## src/rtl/fb_scanout.sv

```systemverilog
// Framebuffer scan-out: raster-order BRAM reads feed a credit-limited prefetch FIFO and a pixel stream.
// Latency: first pix_valid 3 cycles after frame_start is sampled; 1 pixel/clk sustained after fill.
// Backpressure: pix_ready low holds the beat; reads stop once FIFO entries plus in-flight reads reach FIFO_DEPTH.
module fb_scanout #(
    parameter int H_RES      = 800,
    parameter int V_RES      = 480,
    parameter int PIX_DATAW  = 4,
    parameter int PACKED     = 0,
    parameter int FIFO_DEPTH = 4,
    parameter int ADDRW      = 19
) (
    input  logic                              clk,
    input  logic                              rst_n,
    input  logic                              frame_start,
    output logic                              fb_en,
    output logic [ADDRW-1:0]                  fb_addr,
    input  logic [PIX_DATAW*(PACKED+1)-1:0]   fb_data,
    output logic [PIX_DATAW-1:0]              pix,
    output logic                              pix_valid,
    input  logic                              pix_ready,
    output logic                              pix_eol,
    output logic                              pix_eof,
    output logic                              busy
);

    localparam int WORDW = PIX_DATAW * (PACKED + 1);
    localparam int WORDS = H_RES * V_RES / (PACKED + 1);
    localparam int PTRW  = (FIFO_DEPTH > 1) ? $clog2(FIFO_DEPTH) : 1;
    localparam int CNTW  = PTRW + 1;
    localparam int XW    = (H_RES > 1) ? $clog2(H_RES) : 1;
    localparam int YW    = (V_RES > 1) ? $clog2(V_RES) : 1;

    typedef enum logic [1:0] {IDLE, FETCH, DRAIN} state_t;

    state_t              state;
    logic [ADDRW-1:0]    rd_ptr;
    logic                rd_vld;
    logic [WORDW-1:0]    fifo_mem [FIFO_DEPTH];
    logic [PTRW-1:0]     wr_idx;
    logic [PTRW-1:0]     rd_idx;
    logic [CNTW-1:0]     fifo_cnt;
    logic                nibble_sel;
    logic [XW-1:0]       x;
    logic [YW-1:0]       y;

    logic [CNTW:0]       outstanding;
    logic                issue;
    logic                load;
    logic                pop;
    logic                push;
    logic [WORDW-1:0]    head_word;
    logic [PIX_DATAW-1:0] next_pix;
    logic                last_x;
    logic                last_y;

    // Reads already issued (fb_en) or on the bus (rd_vld) hold a FIFO slot in advance.
    assign outstanding = (CNTW+1)'(fifo_cnt) + (CNTW+1)'(fb_en) + (CNTW+1)'(rd_vld);
    assign issue       = (state == FETCH) && (outstanding < (CNTW+1)'(FIFO_DEPTH));
    assign push        = rd_vld;
    assign load        = (!pix_valid || pix_ready) && (fifo_cnt != '0);
    assign pop         = load && ((PACKED == 0) || nibble_sel);
    assign head_word   = fifo_mem[rd_idx];
    assign next_pix    = ((PACKED != 0) && nibble_sel) ? head_word[WORDW-1 -: PIX_DATAW]
                                                       : head_word[PIX_DATAW-1:0];
    assign last_x      = (x == XW'(H_RES - 1));
    assign last_y      = (y == YW'(V_RES - 1));

    always_ff @(posedge clk) begin
        if (push) begin
            fifo_mem[wr_idx] <= fb_data;
        end
    end

    always_ff @(posedge clk or negedge rst_n) begin
        if (!rst_n) begin
            state      <= IDLE;
            busy       <= 1'b0;
            fb_en      <= 1'b0;
            fb_addr    <= '0;
            rd_ptr     <= '0;
            rd_vld     <= 1'b0;
            wr_idx     <= '0;
            rd_idx     <= '0;
            fifo_cnt   <= '0;
            nibble_sel <= 1'b0;
            x          <= '0;
            y          <= '0;
            pix        <= '0;
            pix_valid  <= 1'b0;
            pix_eol    <= 1'b0;
            pix_eof    <= 1'b0;
        end else begin
            rd_vld <= fb_en;
            fb_en  <= 1'b0;

            case (state)
                IDLE: begin
                    // Word 0 is requested on the same edge that starts the frame.
                    if (frame_start) begin
                        state   <= FETCH;
                        busy    <= 1'b1;
                        fb_en   <= 1'b1;
                        fb_addr <= '0;
                        rd_ptr  <= ADDRW'(1);
                    end
                end
                FETCH: begin
                    if (issue) begin
                        fb_en   <= 1'b1;
                        fb_addr <= rd_ptr;
                        rd_ptr  <= rd_ptr + 1'b1;
                        if (rd_ptr == ADDRW'(WORDS - 1)) begin
                            state <= DRAIN;
                        end
                    end
                end
                DRAIN: begin
                    if (pix_valid && pix_ready && pix_eof) begin
                        state <= IDLE;
                        busy  <= 1'b0;
                    end
                end
                default: begin
                    state <= IDLE;
                    busy  <= 1'b0;
                end
            endcase

            if (push) begin
                wr_idx <= wr_idx + 1'b1;
            end
            if (pop) begin
                rd_idx <= rd_idx + 1'b1;
            end
            if (push && !pop) begin
                fifo_cnt <= fifo_cnt + 1'b1;
            end else if (!push && pop) begin
                fifo_cnt <= fifo_cnt - 1'b1;
            end

            // Output register: x/y name the pixel being loaded, so eol/eof travel with it.
            if (load) begin
                pix       <= next_pix;
                pix_valid <= 1'b1;
                pix_eol   <= last_x;
                pix_eof   <= last_x && last_y;
                if (PACKED != 0) begin
                    nibble_sel <= !nibble_sel;
                end
                if (last_x) begin
                    x <= '0;
                    y <= last_y ? '0 : y + 1'b1;
                end else begin
                    x <= x + 1'b1;
                end
            end else if (pix_ready) begin
                pix_valid <= 1'b0;
            end
        end
    end

endmodule

```

## config.mk

```make
export PLATFORM = sky130hd
export DESIGN_NAME = fb_scanout
export DESIGN_NICKNAME = d
export VERILOG_FILES = /design/src/rtl/fb_scanout.sv
export SDC_FILE = /design/constraint.sdc
export NUM_CORES = 1
export LEC_CHECK = 0
export CAP_MARGIN = 20
export CORE_UTILIZATION = 50
export DETAILED_ROUTE_END_ITERATION = 10
export GPL_ROUTABILITY_DRIVEN = 0
export PLACE_DENSITY = 0.74
export SYNTH_ARGS = -nofsm -noshare
export SYNTH_HDL_FRONTEND = slang
export SYNTH_SLANG_ARGS = --single-unit
```

## constraint.sdc

```tcl
create_clock -name clk -period 7.75 [get_ports clk]
set_input_delay 1.9375 -clock clk [delete_from_list [all_inputs] [get_ports clk]]
set_output_delay 1.9375 -clock clk [all_outputs]
set_load 0.005 [all_outputs]
```

==> results of run 1 <==
==> cell usage after synthesis, drive strengths merged (4+ instances only) <==
cell type / count / area [µm²]
o21ai: 8 / 40.04
mux4: 4 / 90.09
and3: 13 / 81.33
a21oi: 20 / 100.1
nor2: 8 / 30.03
xnor2: 5 / 43.79
inv: 7 / 26.27
or4: 11 / 82.58
xor2: 8 / 70.07
buf: 5 / 30.02
nand2: 65 / 244.0
ha: 9 / 112.6
and2: 8 / 50.05
nand3: 33 / 165.2
nand4: 9 / 56.30
dfrtp: 76 / 1902
clkbuf: 13 / 48.80
o31ai: 17 / 127.6
edfxtp: 16 / 480.5
or3: 5 / 31.28
nor2b: 4 / 25.02
nand2b: 7 / 43.79
==> cell type report <==
cell class                 count  area (µm²)  area share
clock buffer                   9       123.9     0.02573
inverter                       7       26.28    0.005459
timing repair buffer          38       370.4     0.07694
multi-input combinational    271        1714      0.3561
tap                          105       131.4     0.02729
clock inverter                 7       65.06     0.01352
sequential                    92        2382      0.4949
==> layout by cell type (no fill, tap or decap), drive strengths merged, types with 9 or more instances in the layout <==
master         instances
dfrtp                 76
nand2                 65
clkdlybuf4s50         34
nand3                 33
a21oi                 20
o31ai                 17
edfxtp                16
and3                  13
inv                   12
or4                   11
nand4                  9
ha                     9
clkbuf                 9
==> registers in the layout, indices dropped and copies added (netlist names) <==
signal / flops
rd_ptr: 19
fb_en: 1
pix_valid: 1
busy: 1
fifo_mem: 16
pix: 4
wr_idx: 2
rd_idx: 2
pix_eol: 1
push: 1
y: 9
pix_eof: 1
fb_addr: 19
fifo_cnt: 3
state: 2
x: 10
==> routing by layer <==
layer | part of all wire | wire [µm] | track usage
met5 | 0 | 0 | 0
met4 | 0.016 | 131 | 0.08462
met3 | 0.034 | 276 | 0.04045
met2 | 0.47 | 3816 | 0.3272
met1 | 0.47 | 3822 | 0.2885
==> where the power goes <==
group | internal [mW] | switching, mW
sequential | 0.629 | 0.122
combinational | 0.254 | 0.305
clock | 0.125 | 0.187
==> how the worst max path moves through the flow <==
stage / from / endpoint / slack, ps / depth (start not counted)
global route: frame_start / fb_addr[15] / 3730 / 7
finish: pix_ready / fifo_cnt[1] / 3900 / 8
floorplan: pix_ready / fifo_cnt[2] / 4090 / 10
detailed placement: frame_start / fb_addr[11] / 3530 / 7
global placement: pix_ready / fifo_cnt[1] / 3560 / 8
CTS: frame_start / fb_addr[11] / 3910 / 7
==> logic make-up (layout without fill, tap and decap cells) <==
kind of cell | after synthesis | after routing
xor+xnor | 13 | 13
fa+ha+maj | 10 | 10
compound gates | 62 | 62
simple gates | 176 | 176
buf+inv | 25 | 61
mux | 10 | 10
flops | 92 | 92
==> summary.md, run 1 <==
| Metric | Value |
|---|---|
| Outcome | complete, no violations |
| Worst skew pair latency | 370 ps |
| Worst slew pin tran | between 900 and 1000 ps |
| Max Clk Rate | 0.2596 GHz |
| Setup-failing EPs final | 0 |
| R2r startpoint | fifo_cnt[2] |
| Synth cell types | between 40 and 50 |
| RR Endpoint | fifo_cnt[2] |
| WS Path Type | input port to register |
| PwrDens | around 340 nW/µm² |
| Mapped Nets | 406 |
| # fillers | 719 |
| R2r setup slk | 5180 ps |
| Placed Area | between 4000 and 5000 µm² |
| Final worst slack | approximately 3900 ps |
| RSZ-0062 raised after global routing | no |
| Die W | between 90 and 100 µm |
| Post-synth EDFFs | 16 |
| Xor/xnor share of the synthesized area | 0.02710 |
| Vias per cell | ~5.8 |
| First-pass GRT wire length | approximately 14,000 µm |
| Fin area | a little under 5000 µm² |
| Worst path bufs/invs | 3 |
| Area growth syn-to-layout | 14.56% |
| Arrival @ worst endpoint | about 4100 ps |
| Worst setup SP type | input port |
| Mapped cell area | ~4200 µm² |
| Clock slew at reported path FFs | roughly 90 ps |
| Sequential share of the synthesized area | 0.5670 |
| I/O Buffers | 35 |
| Gr usage total | 0.2092 |
| Drt pass-1 iters | 6 |
| Post_cts resized | 0 |
| Synth warn | 0 |
| Die H | between 90 and 100 µm |
| Vias in the first global route | ~3,000 |
| Final min period | between 3000 and 4000 ps |
| Post-synthesis mux area share | 0.03663 |
| TritonCTS clock tree | done |
| DR DRC count | 0 |
| I/O pin count | 36 |
| Worst-path cell chain | clkdlybuf4s50_1 > nand2b_1 > and2_1 > inv_2 > ha_1 > inv_1 > fa_1 > mux2_2 |
| Antenna cell count | 0 |
| Worst ir drop on vdd | 197.5 µV |
| Max_cap viols | 0 |
| Grt total ovfl | 0 |
| CTS Buf Count | 9 |
| DP Wirelength | ~5400 µm |
| Hold_buf cts | 0 |
| Post-DR wirelength/cell | 15.21 µm |
| Final non-filler cell total | 529 |
| Final Skew | ~7.6 ps |
| Adder-Cell Fraction of Synth Area | 0.03157 |
| Avg Inst Size Synth | between 10 and 15 µm² |
| Max Slew Vio Count | 0 |
| WL final | around 8000 µm |
| Total power | about 1.6 mW |
| Crit Path Max Fanout | 10 |
| Ys async rst share | 0.8261 |
| CTS Sinks | roughly 90 |
| Worst slew margin | 0.3800 |
| # placed instances | 512 |
| Setup Total Neg Slack | 0 ps |
| Starting density of the core | 0.5139 |
| Critical path's slowest cell | clkdlybuf4s50_1 |
| Gate Count Post-Synth | between 300 and 400 |
| CP required | ~8000 ps |
| Endpoint, Worst Hold | push |
| CTS max path bufs | 2 |
| Core area | approximately 8200 µm² |
| Starting DRT DRC Count | 195 |
| Worst path top cell family by delay | buffers and inverters |
| Number of setup buffers added after CTS | 0 |
| Largest family of logic cells by synthesized area | simple AND/OR/NAND/NOR gates |
| Final core utilization | 0.5888 |
| Simple-Gate Fraction of Synth Area | 0.2159 |
| Pre-CTS WS | 3525 ps |
| Post-DRT Antenna Nets | 0 |
| Depth of the CTS H-tree | 3 |
| Root buf cell | clkbuf_8 |
| Die Area | around 9000 µm² |
| Tcrit/Tclk final | 0.4970 |
| Leak | approximately 2.1 nW |
| Min-delay src | fb_en |
| Fin nets | between 400 and 500 |
| Compound-Gate Fraction of Synth Area | 0.09678 |
| Crit end category | register |
| Largest net degree at the start of global routing | a little under 80 |
| Final hold vios | 0 |
| Routed via count | around 3,000 |
| Core Rows | 33 |
| Worst stage delay on the critical path | 460 ps |
| Worst min path class | register to register |
| Layout cells sized above 1 | 0.06604 |
| Reg2reg path depth | 9 |
| Predominant post-synthesis flop cell | dfrtp_1 |
| Flops & latches, synth | slightly above 90 |
| Worst Hold Depth | 0 |
| Initial antenna violation count | 0 |
| Hold Worst Slack | about 420 ps |
Note: power is estimated with default switching activity, not from simulation.
==> inputs of run 2 (changes only) <==
--- a/config.mk
+++ b/config.mk
@@ -9,7 +9,7 @@
 export CORE_UTILIZATION = 50
 export DETAILED_ROUTE_END_ITERATION = 10
 export GPL_ROUTABILITY_DRIVEN = 0
-export PLACE_DENSITY = 0.74
+export PLACE_DENSITY = 0.76
 export SYNTH_ARGS = -nofsm -noshare
 export SYNTH_HDL_FRONTEND = slang
 export SYNTH_SLANG_ARGS = --single-unit
==> constraint.sdc (replaced) <==
create_clock -name clk -period 3.1 [get_ports clk]
set_input_delay 0.775 -clock clk [delete_from_list [all_inputs] [get_ports clk]]
set_output_delay 0.775 -clock clk [all_outputs]
set_load 0.005 [all_outputs]
==> summary.md, run 2 (same netlist as run 1, synthesis figures left out) <==
| Metric | Value |
|---|---|
| RSZ-0062 raised after global routing | no (unchanged) |
| Grt total ovfl | 0 (unchanged) |
| WL met1 | 3850 µm (was 3822 µm) |
| Clock slew at reported path FFs | 100 ps (was 90 ps) |
| Post-DRT Antenna Nets | 0 (unchanged) |
| Total power | 4.307 mW (was 1.623 mW) |
| Tcrit/Tclk final | 0.9188 |
| Worst setup SP type | input port (unchanged) |
| RR Endpoint | fb_addr[15] (was fifo_cnt[2]) |
| Root buf cell | clkbuf_8 (unchanged) |
| Crit Path Max Fanout | 32 (was 10) |
| Largest net degree at the start of global routing | 77 (unchanged) |
| Post-DR wirelength/cell | 15.45 µm (was 15.21 µm) |
| Most frequent cells in the layout | 76 x dfrtp_1, 65 x nand2_1, 34 x clkdlybuf4s50_1 (unchanged) |
| Final Skew | 15.15 ps (was 7.627 ps) |
| Leak | 2.165 nW (was 2.116 nW) |
| Die Area | 8774 µm² (unchanged) |
| Final min period | approximately 2800 ps |
| Most common cell after layout, fill and taps aside | dfrtp_1 (unchanged) |
| TritonCTS clock tree | done (unchanged) |
| I/O pin count | 36 (unchanged) |
| DR DRC count | 1 (was 0) |
| Core area | 8175 µm² (unchanged) |
| Final worst slack | 251.6 ps (was 3898 ps) |
| First-pass GRT wire length | 14,280 µm (was 14,130 µm) |
| R2r setup slk | 270 ps (was 5180 ps) |
| Core Rows | 33 (unchanged) |
| Post_cts resized | 0 (unchanged) |
| Largest regs | fb_addr: 19 flops, rd_ptr: 19 flops, fifo_mem: 16 flops (unchanged) |
| Max_cap viols | 0 (unchanged) |
| Area growth syn-to-layout | 16.77% (was 14.56%) |
| CTS Sinks | 92 (unchanged) |
| WL final | 8252 µm (was 8047 µm) |
| Worst slew pin tran | 973.7 ps (was 930.0 ps) |
| Drt pass-1 iters | 7 (was 6) |
| Failing checks | design-rule violations |
| Hold Worst Slack | 442.9 ps (was 422.5 ps) |
| CTS Buf Count | 9 (unchanged) |
| Max Slew Vio Count | 0 (unchanged) |
| Arrival @ worst endpoint | 3110 ps (was 4110 ps) |
| Worst Hold Depth | 0 (unchanged) |
| CTS max path bufs | 2 (unchanged) |
| DP Wirelength | 5541 µm (was 5370 µm) |
| PwrDens | 877.9 nW/µm² (was 337.2 nW/µm²) |
| Outcome | finished with violations (was complete, no violations) |
| Setup-failing EPs final | 0 (unchanged) |
| Worst slew margin | 0.3509 (was 0.3800) |
| Endpoint, Worst Hold | push (unchanged) |
| Antenna cell count | 0 (unchanged) |
| Die W | 93.67 µm (unchanged) |
| Worst ir drop on vdd | 509.0 µV (was 197.5 µV) |
| Initial antenna violation count | 0 (unchanged) |
| Min-delay src | fb_en (unchanged) |
| Vias in the first global route | 3,005 (was 2,951) |
| Starting DRT DRC Count | 236 (was 195) |
| Worst skew pair latency | 360 ps (was 370 ps) |
| Final hold vios | 0 (unchanged) |
| Depth of the CTS H-tree | 3 (unchanged) |
| Max Clk Rate | roughly 0.35 GHz |
| Die H | 93.67 µm (unchanged) |
| Hold_buf cts | 0 (unchanged) |
| I/O Buffers | 35 (unchanged) |
| Routed via count | 3,093 (was 3,043) |
| Vias per cell | 5.792 (was 5.752) |
| Pre-CTS WS | -94.48 ps (was 3525 ps) |
| Gr usage total | 0.2090 (was 0.2092) |
| Fin nets | 442 (was 437) |
| Number of setup buffers added after CTS | 0 (unchanged) |
| Reg2reg path depth | 6 (was 9) |
| Layout cells sized above 1 | 0.07692 (was 0.06604) |
| R2r startpoint | push (was fifo_cnt[2]) |
| Crit end category | register (unchanged) |
| Top Metal Used | met4 (unchanged) |
| WS Path Type | input port to register (unchanged) |
| Routed wl met2 | 4010 µm (was 3816 µm) |
| Starting density of the core | 0.5139 (unchanged) |
| Worst min path class | register to register (unchanged) |
| Met3 routed WL | 343 µm (was 276 µm) |
| CP required | 3360 ps (was 8000 ps) |
run 2: cell types whose count changed in the layout (fill, tap and decap cells not counted), sizes merged:
cell / delta
inv: -3
buf: +5
bufinv: +3
run 2: metrics by stage:
step	cell area, µm²	utilization	instances	setup TNS [ps]
5_1_grt	4906	0.6001	534	0
4_1_cts	4906	0.6001	534	0
6_report	4906	0.6001	534	0
3_5_place_dp	4662	0.5702	518	-898.6
2_1_floorplan	4202	-	388	0
3_3_place_gp	4662	0.5702	518	0
run 2: worst max-delay path: stages:
cell,delay [ps]
clkdlybuf4s50_1,410
or3b_1,190
o311a_1,820
inv_1,580
nand3_1,260
nand2_1,70
run 2: worst max path at each step:
| stage | slack (ps) | startpoint | end | depth (start not counted) |
|---|---|---|---|---|
| final | 250 | frame_start | fb_addr[15] | 6 |
| after global routing | 10 | push | fb_addr[3] | 6 |
| after CTS | 270 | frame_start | fb_addr[15] | 6 |
| after detailed placement | -90 | frame_start | fb_addr[15] | 6 |
| after global placement | 10 | frame_start | fb_addr[13] | 6 |
| after floorplan | 600 | pix_ready | fifo_cnt[2] | 10 |
run 2: power breakdown:
part	internal, mW	switching [mW]	total, mW
sequential	1.57	0.305	1.88
combinational	0.664	0.785	1.45
clock	0.540	0.439	0.979
total	2.78	1.53	4.31
run 2: layer usage:
layer,GRT usage,vias up
li1,-,1494
met1,0.2936,1532
met5,0,-
met4,0.07436,0
met2,0.3321,62
met3,0.03074,5
run 2: cell type report:
cell class,count,area (µm²)
Inverter,7,26.28
Multi-Input combinational cell,271,1714
Timing Repair Buffer,43,407.9
Tap cell,105,131.4
Sequential cell,92,2382
Fill cell,665,3269
Clock buffer,9,123.9
Clock inverter,7,120.1
